### src/rtl/slave_in_port.sv
// Slave-side serial bus receiver: deserialises address, write data and burst
// length, then presents write/read requests to the slave core over valid/ready.
module slave_in_port #(
  parameter int unsigned SLAVE_ADDR_SIZE = 12,
  parameter int unsigned WORD_SIZE       = 8,
  parameter int unsigned BURST_SIZE      = 15
) (
  input  logic                       clk,
  input  logic                       rst_n,
  input  logic                       slave_select,
  input  logic                       addr_bus,
  input  logic                       w_data_bus,
  input  logic                       burst_size_bus,
  input  logic                       read_en,
  input  logic                       m_valid,
  input  logic                       m_b_tx_valid,
  input  logic                       split_on,
  input  logic                       core_ready,
  output logic                       s_ready,
  output logic [SLAVE_ADDR_SIZE-1:0] core_addr,
  output logic [WORD_SIZE-1:0]       core_wdata,
  output logic                       core_wr,
  output logic                       core_rd,
  output logic [BURST_SIZE-1:0]      core_burst_len,
  output logic                       rx_busy
);

  localparam int unsigned CNT_MAX_A = (SLAVE_ADDR_SIZE > WORD_SIZE) ? SLAVE_ADDR_SIZE : WORD_SIZE;
  localparam int unsigned CNT_MAX   = (CNT_MAX_A > BURST_SIZE) ? CNT_MAX_A : BURST_SIZE;
  localparam int unsigned CNT_W     = $clog2(CNT_MAX + 1);

  typedef enum logic [2:0] {
    IDLE, ADDR_RX, DECODE, BURST_RX, RD_ISSUE, DATA_RX, WR_HOLD
  } state_t;

  state_t                     state_q, state_d;
  logic [CNT_W-1:0]           cnt_q, cnt_d;
  logic [WORD_SIZE-1:0]       shreg_q, shreg_d;
  logic                       s_ready_d;
  logic [SLAVE_ADDR_SIZE-1:0] core_addr_d;
  logic [WORD_SIZE-1:0]       core_wdata_d;
  logic                       core_wr_d;
  logic                       core_rd_d;
  logic [BURST_SIZE-1:0]      core_burst_len_d;
  logic                       rx_busy_d;
  logic [WORD_SIZE-1:0]       word_c;
  logic [SLAVE_ADDR_SIZE-1:0] addr_shift_c;
  logic [BURST_SIZE-1:0]      blen_shift_c;

  // State and output registers
  always_ff @(posedge clk or negedge rst_n) begin
    if (!rst_n) begin
      state_q        <= IDLE;
      cnt_q          <= '0;
      shreg_q        <= '0;
      s_ready        <= 1'b0;
      core_addr      <= '0;
      core_wdata     <= '0;
      core_wr        <= 1'b0;
      core_rd        <= 1'b0;
      core_burst_len <= '0;
      rx_busy        <= 1'b0;
    end else begin
      state_q        <= state_d;
      cnt_q          <= cnt_d;
      shreg_q        <= shreg_d;
      s_ready        <= s_ready_d;
      core_addr      <= core_addr_d;
      core_wdata     <= core_wdata_d;
      core_wr        <= core_wr_d;
      core_rd        <= core_rd_d;
      core_burst_len <= core_burst_len_d;
      rx_busy        <= rx_busy_d;
    end
  end

  // Serial fields arrive LSB first, so each new bit enters at the MSB and shifts down
  always_comb begin
    word_c       = {w_data_bus, shreg_q[WORD_SIZE-1:1]};
    addr_shift_c = {addr_bus, core_addr[SLAVE_ADDR_SIZE-1:1]};
    blen_shift_c = {burst_size_bus, core_burst_len[BURST_SIZE-1:1]};
  end

  // Next-state and next-output logic
  always_comb begin
    state_d          = state_q;
    cnt_d            = cnt_q;
    shreg_d          = shreg_q;
    s_ready_d        = s_ready;
    core_addr_d      = core_addr;
    core_wdata_d     = core_wdata;
    core_wr_d        = core_wr;
    core_rd_d        = core_rd;
    core_burst_len_d = core_burst_len;

    if (state_q != IDLE && split_on) begin
      state_d   = IDLE;
      cnt_d     = '0;
      shreg_d   = '0;
      core_wr_d = 1'b0;
      core_rd_d = 1'b0;
    end else begin
      case (state_q)
        IDLE: begin
          s_ready_d = 1'b1;
          cnt_d     = '0;
          if (slave_select) state_d = ADDR_RX;
        end
        ADDR_RX: begin
          if (!slave_select) begin
            state_d = IDLE;
            cnt_d   = '0;
          end else begin
            core_addr_d = addr_shift_c;
            if (cnt_q == CNT_W'(SLAVE_ADDR_SIZE - 1)) begin
              state_d = DECODE;
              cnt_d   = '0;
            end else begin
              cnt_d = cnt_q + CNT_W'(1);
            end
          end
        end
        DECODE: begin
          cnt_d = '0;
          if (!slave_select) begin
            state_d = IDLE;
          end else if (read_en && m_b_tx_valid) begin
            state_d = BURST_RX;
          end else if (read_en) begin
            core_burst_len_d = BURST_SIZE'(1);
            core_rd_d        = 1'b1;
            state_d          = RD_ISSUE;
          end else begin
            shreg_d = '0;
            state_d = DATA_RX;
          end
        end
        BURST_RX: begin
          if (!slave_select) begin
            state_d = IDLE;
            cnt_d   = '0;
          end else if (m_b_tx_valid) begin
            core_burst_len_d = blen_shift_c;
            if (cnt_q == CNT_W'(BURST_SIZE - 1)) begin
              core_rd_d = 1'b1;
              state_d   = RD_ISSUE;
              cnt_d     = '0;
            end else begin
              cnt_d = cnt_q + CNT_W'(1);
            end
          end
        end
        RD_ISSUE: begin
          if (core_rd && core_ready) begin
            core_rd_d = 1'b0;
            state_d   = IDLE;
          end
        end
        DATA_RX: begin
          if (!slave_select) begin
            state_d = IDLE;
            cnt_d   = '0;
            shreg_d = '0;
          end else if (m_valid) begin
            shreg_d = word_c;
            if (cnt_q == CNT_W'(WORD_SIZE - 1)) begin
              core_wdata_d = word_c;
              core_wr_d    = 1'b1;
              s_ready_d    = 1'b0;
              state_d      = WR_HOLD;
              cnt_d        = '0;
            end else begin
              cnt_d = cnt_q + CNT_W'(1);
            end
          end
        end
        WR_HOLD: begin
          if (core_wr && core_ready) begin
            core_wr_d   = 1'b0;
            core_addr_d = core_addr + SLAVE_ADDR_SIZE'(1);
            s_ready_d   = 1'b1;
            state_d     = slave_select ? DATA_RX : IDLE;
          end
        end
        default: begin
          state_d = IDLE;
          cnt_d   = '0;
        end
      endcase
    end

    rx_busy_d = (state_d != IDLE);
  end

endmodule
### config.mk
export PLATFORM = sky130hd
export DESIGN_NAME = slave_in_port
export DESIGN_NICKNAME = d
export VERILOG_FILES = /design/src/rtl/slave_in_port.sv
export SDC_FILE = /design/constraint.sdc
export NUM_CORES = 1
export LEC_CHECK = 0
export CORE_MARGIN = 4
export CORE_UTILIZATION = 30
export DETAILED_ROUTE_END_ITERATION = 12
export MAX_ROUTING_LAYER = met4
export PLACE_DENSITY = 0.51
export SLEW_MARGIN = 10
export SYNTH_ARGS = -nofsm -noshare
export SYNTH_HDL_FRONTEND = slang
export SYNTH_SLANG_ARGS = --single-unit
### constraint.sdc
create_clock -name clk -period 3.05 [get_ports clk]
set_clock_uncertainty 0.1 [all_clocks]
set_input_delay 0.305 -clock clk [delete_from_list [all_inputs] [get_ports clk]]
set_output_delay 0.305 -clock clk [all_outputs]
set_load 0.1 [all_outputs]
==> results_dict.tcl, run 1 <==
set metrics [dict create \
    cts.htree.levels 2 \
    antenna_cells 0 \
    fp-row-count 35 \
    r2r_cells 4 \
    ys_ff_latch 53 \
    num_vias 2443 \
    worstSetupEndpoint "core_wdata[2]" \
    drt_iter0_drc 85 \
    cp.depth 4 \
    wl_per_cell_um 14.4 \
    clk_pin_slew_worst_paths_ns 0.10 \
    r2r-end "core_wdata[2]" \
    yosysMostFrequentCell "nand2_1" \
    coreArea_sq_um 9280 \
    end_kind "flop" \
    rsz0062_at_grt "no" \
    ys_top_cells_by_area "dfrtp_1, nand2_1, o21ai_0" \
    drv_slew 0 \
    cp_max_fo 26 \
    synth.top_cells.by_count "nand2_1, dfrtp_1, o21ai_0" \
    drc 0 \
    cts_tree "built" \
    yosysWarnings 0 \
    outcome "finished, final reports clean" \
    grt_antenna_before_repair 0 \
    yosys.area.top_type_share_pct 46.1 \
    cpMaxStageDelayCell "dfrtp_1" \
    insertion_delay_ns 0.31 \
    r2r_slack_ns 0.64 \
    final_core_util_pct 37.5 \
    syn_inst 322 \
    io_buffers 49 \
    antenna_left 0 \
    p_per_area_nw_per_um2 554 \
    syn-num-nets 336 \
    die_area_sq_um 11200 \
    top_level_ports 50 \
    critical_path.top_delay_family "simple AND/OR/NAND/NOR gates" \
    crit_path_start "state_q[0]" \
    vdd_drop_max_uv 326 \
    max_freq_ghz 0.415 \
    cap_violations 0 \
    crit_path_start_kind "flop" \
    fillers 970 \
    grt_max_degree 45 \
    final.setup.tns_ns 0 \
    start_util_pct 31.0 \
    via_per_inst 4.94 \
    synthArstFlopShare_pct 100 \
    ctsResizeCount 0 \
    power.total_mw 1.93 \
    critPathBufInv 0 \
    synth-main-ff-cell "dfrtp_1" \
    netlist_area_sq_um 2880 \
    drive_above_1_share_pct 18.6 \
    synth_cell_types 50 \
    grt_pass1_vias 2401 \
    slew-limit-headroom_pct 30.5 \
    ctsHoldBuffers 0 \
    hp-class "in2async" \
    crit_required_ns 3.15 \
    finalSetupViolCount 0 \
    dieWidth_um 106 \
    ys_seq_area_share_pct 46.1 \
    grt_overflow 0 \
    gp_congestion 0.836 \
    cp_slowest_stage_delay_ns 0.89 \
    cp_cell_sequence "nand2_2 -> nor3_4 -> nor3b_4 -> mux2_2" \
    worstMarginPinSlew_ns 1.04 \
    cts.sinks 53 \
    dpl.hpwl_um 4970 \
    track_usage_pct 13.7 \
    nNetsFinal 379 \
    avgSynthCellArea_sq_um 8.93 \
    hold_viol_final 0 \
    synth_edf_count 0 \
    die_h_um 106 \
    reg2reg_from "state_q[0]" \
    first_pass_iters 4 \
    power.leakage_nw 1.53 \
    clockRootBuffer "clkbuf_8" \
    crit_type "reg2reg" \
    seqCellArea_sq_um 1330 \
    synth.largest_area_cell "dfrtp_1" \
    grt_pass1_wl_um 12400 \
    drt_wl_total_um 7140 \
    cts_buffer_depth 2 \
    critical_path_arrival_ns 2.50 \
    min_period_ns 2.41 \
    cts_made_buffers 5 \
    min_period_over_period_pct 78.9 \
    cts_setup_buffers 0 \
    multi_input_area_sq_um 1430 \
    area_growth_pct 21.1 \
]
## flip-flops by register name, indices dropped and copies added (netlist names)
register,count
cnt_q,4
core_addr,12
core_burst_len,15
core_rd,1
core_wdata,8
core_wr,1
rx_busy,1
s_ready,1
shreg_q,7
state_q,3
## layer usage
metal,wire [um],vias to the layer above,GRT usage [%]
li1,-,1225,-
met1,3750,1156,20.0
met2,3040,55,19.9
met3,260,7,2.06
met4,91,0,3.61
met5,0,-,-
## layout by cell type (no fill, tap or decap), drive strengths merged, types with 3 or more instances in the layout
cell and count:
nand2b 7, nor2b 5, and3 4, a31oi 5, inv 14, a21oi 22
buf 46, nand3 15, ha 3, o22ai 5, nor3 3, clkdlybuf4s50 9
nand2 63, mux2i 8, mux2 9, o211a 3, a21o 3, clkbuf 6
a2bb2oi 5, o21ai 31, dfrtp 53, nor2 11, or3 3
## cells by family after synthesis
logic type / synth area share (%)
xor gates and xnor gates: 0.305
and+or+nand+nor: 23.0
DFF: 46.1
buffers and inverters: 4.44
AOI/OAI and AO/OA: 18.5
muxes: 6.31
adders and majority gates: 1.31
## final cells by class
type	instances	share of cell area (%)
multi-input combinational	237	41.0
sequential	53	38.1
timing repair buffer	55	12.4
tap	129	4.63
clock buffer	6	2.08
inverter	13	1.40
clock inverter	2	0.395
## where the power goes
group          switching (mW)  internal [mW]
sequential             0.0874          0.755
combinational           0.516          0.160
clock                   0.247          0.165
## stage by stage
step	hold slack [ns]	area, sq um	std cells	setup WS [ns]
6_report	0.0752	3480	495	0.643
4_1_cts	0.118	3480	495	0.619
5_1_grt	0.156	3480	495	0.409
3_3_place_gp	0.390	3400	487	0.607
3_5_place_dp	0.384	3400	487	0.496
2_1_floorplan	-0.0906	2880	322	0.824
## worst min path at each step
stage	start	end	slack, ns	depth (start not counted)
after floorplan	rst_n	cnt_q[0]	-0.09	0
after global placement	shreg_q[1]	core_wdata[0]	0.39	1
after detailed placement	core_burst_len[0]	core_burst_len[0]	0.38	2
after CTS	rst_n	state_q[0]	0.12	1
after global routing	rst_n	state_q[1]	0.16	1
final	rst_n	state_q[2]	0.08	1
No activity file was read; power rests on OpenSTA's default activity.
==> run 2: changes to the inputs <==
==> constraint.sdc (replaced) <==
create_clock -name clk -period 2.5 [get_ports clk]
set_clock_uncertainty 0.1 [all_clocks]
set_input_delay 0.25 -clock clk [delete_from_list [all_inputs] [get_ports clk]]
set_output_delay 0.25 -clock clk [all_outputs]
set_load 0.1 [all_outputs]
==> results_dict.tcl, run 2 (synthesis results as in run 1) <==
set metrics [dict create \
    cap_violations 0 \
    cts_made_buffers 5 \
    min_period_ns 2.17 \
    coreArea_sq_um 9280 \
    hp-class "in2async" \
    antenna_left 0 \
    grt_max_degree 31 \
    grt_overflow 0 \
    end_kind "flop" \
    critical_path.top_delay_family "simple AND/OR/NAND/NOR gates" \
    final.setup.tns_ns 0 \
    slew-limit-headroom_pct 58.4 \
    via_per_inst 4.96 \
    worstMarginPinSlew_ns 0.625 \
    cts_setup_buffers 0 \
    crit_path_start_kind "flop" \
    crit_type "reg2reg" \
    fillers 1003 \
    worstSetupEndpoint "core_wdata[2]" \
    num_vias 2506 \
    cp_max_fo 20 \
    antenna_cells 0 \
    critPathBufInv 0 \
    clockRootBuffer "clkbuf_8" \
    hold_viol_final 0 \
    cp.depth 4 \
    r2r-end "core_wdata[2]" \
    insertion_delay_ns 0.31 \
    die_area_sq_um 11200 \
    p_per_area_nw_per_um2 660 \
    dpl.hpwl_um 5210 \
    nNetsFinal 389 \
    largest_registers "core_burst_len x15, core_addr x12, core_wdata x8" \
    vdd_drop_max_uv 365 \
    grt_pass1_wl_um 12300 \
    r2r_cells 4 \
    cp_cell_sequence "nand2b_4 -> nor3_4 -> nor3b_4 -> mux2_2" \
    final_common_cell "nand2_1" \
    power.total_mw 2.36 \
    critical_path_arrival_ns 2.26 \
    drt_wl_total_um 7220 \
    largest_reg_flops 15 \
    track_usage_pct 13.6 \
    drv_slew 0 \
    die_h_um 106 \
    max_freq_ghz 0.461 \
    top_level_ports 50 \
    final_cell_mix "nand2_1, dfrtp_1, buf_4, o21ai_0, a21oi_1" \
    crit_path_start "state_q[1]" \
    outcome "finished, final reports clean" \
    gp_congestion 0.843 \
    grt_antenna_before_repair 0 \
    io_buffers 49 \
    grt_pass1_vias 2401 \
    cts_buffer_depth 2 \
    reg2reg_from "state_q[1]" \
    crit_required_ns 2.59 \
    r2r_slack_ns 0.33 \
    ctsResizeCount 0 \
    fp-row-count 35 \
    start_util_pct 31.0 \
    drc 0 \
    first_pass_iters 4 \
    drt_iter0_drc 84 \
    min_period_over_period_pct 86.8 \
    dieWidth_um 106 \
    top_register "core_burst_len" \
    area_growth_pct 24.3 \
    drive_above_1_share_pct 20.5 \
    power.leakage_nw 1.58 \
    wl_per_cell_um 14.3 \
    cp_slowest_stage_delay_ns 0.62 \
    clk_pin_slew_worst_paths_ns 0.11 \
    cts.sinks 53 \
    cpMaxStageDelayCell "dfrtp_1" \
    cts.htree.levels 2 \
    cts_tree "built" \
    rsz0062_at_grt "no" \
    finalSetupViolCount 0 \
]
-- run 2: changes by cell type in the layout (fill, tap and decap cells not counted) --
cell / delta
dlygate4sd3_1: +1
buf_4: +8
buf_12: +1
-- run 2: report_power, final --
group / total, mW / internal, mW / switching [mW]
combinational: 0.840 / 0.205 / 0.635
clock: 0.494 / 0.201 / 0.293
sequential: 1.02 / 0.921 / 0.104
-- run 2: worst min-delay path by stage --
| stage | startpoint | end | cells past startpoint | slack, ns |
|---|---|---|---|---|
| floorplan | rst_n | cnt_q[0] | 0 | -0.15 |
| global placement | rst_n | s_ready | 1 | 0.22 |
| detailed placement | rst_n | s_ready | 1 | 0.21 |
| CTS | rst_n | state_q[1] | 2 | 0.41 |
| global route | burst_size_bus | core_burst_len[14] | 3 | 0.41 |
| finish | rst_n | state_q[1] | 2 | 0.39 |
-- run 2: what timing repair did --
action                                  4_1_cts  5_1_grt
hold endpoints to repair                     24        0
endpoints found under the setup margin        0        0
hold buffers                                  1        0
-- run 2: area by class of cell --
type | instances | area (sq um) | share of cell area (%)
multi-input cells | 237 | 1430 | 40.0
well taps | 129 | 161 | 4.52
flip-flops and latches | 53 | 1330 | 37.1
inverters | 13 | 48.8 | 1.37
clock inverters | 2 | 13.8 | 0.385
repair buffers | 65 | 523 | 14.6
clock buffers | 6 | 72.6 | 2.03
-- run 2: worst reg2reg max path, delay by kind of cell (launching register included) --
kind | cells | cell delay [ns]
multiplexers | 1 | 0.39
flip-flops | 1 | 0.62
AND/OR/NAND/NOR | 3 | 0.94
-- run 2: through the flow --
stage	hold slack (ns)	std cells	utilization [%]	setup slack, ns	cell area, sq um
global placement	0.215	496	37.5	0.304	3480
finish	0.388	505	38.5	0.329	3570
global route	0.414	505	38.5	0.182	3570
floorplan	-0.146	322	-	0.274	2880
detailed placement	0.213	496	37.5	0.234	3480
CTS	0.406	505	38.5	0.323	3570
-- run 2: routing by layer --
layer  track usage, %  up-vias  wire length [um]
met1             19.8     1197              3790
met4             3.24        0                58
met5                -        -                 0
met3             2.00        4               219
met2             20.1       58              3150
li1                 -     1247                 -
==> run 3: changes to the inputs <==
--- a/config.mk
+++ b/config.mk
@@ -7,6 +7,7 @@
 export LEC_CHECK = 0
 export CORE_MARGIN = 4
 export CORE_UTILIZATION = 30
+export CTS_CLUSTER_DIAMETER = 30
 export DETAILED_ROUTE_END_ITERATION = 12
 export MAX_ROUTING_LAYER = met4
 export PLACE_DENSITY = 0.51
==> results of run 3 <==
Final layout, timing and power as in run 2 (identical DEF).
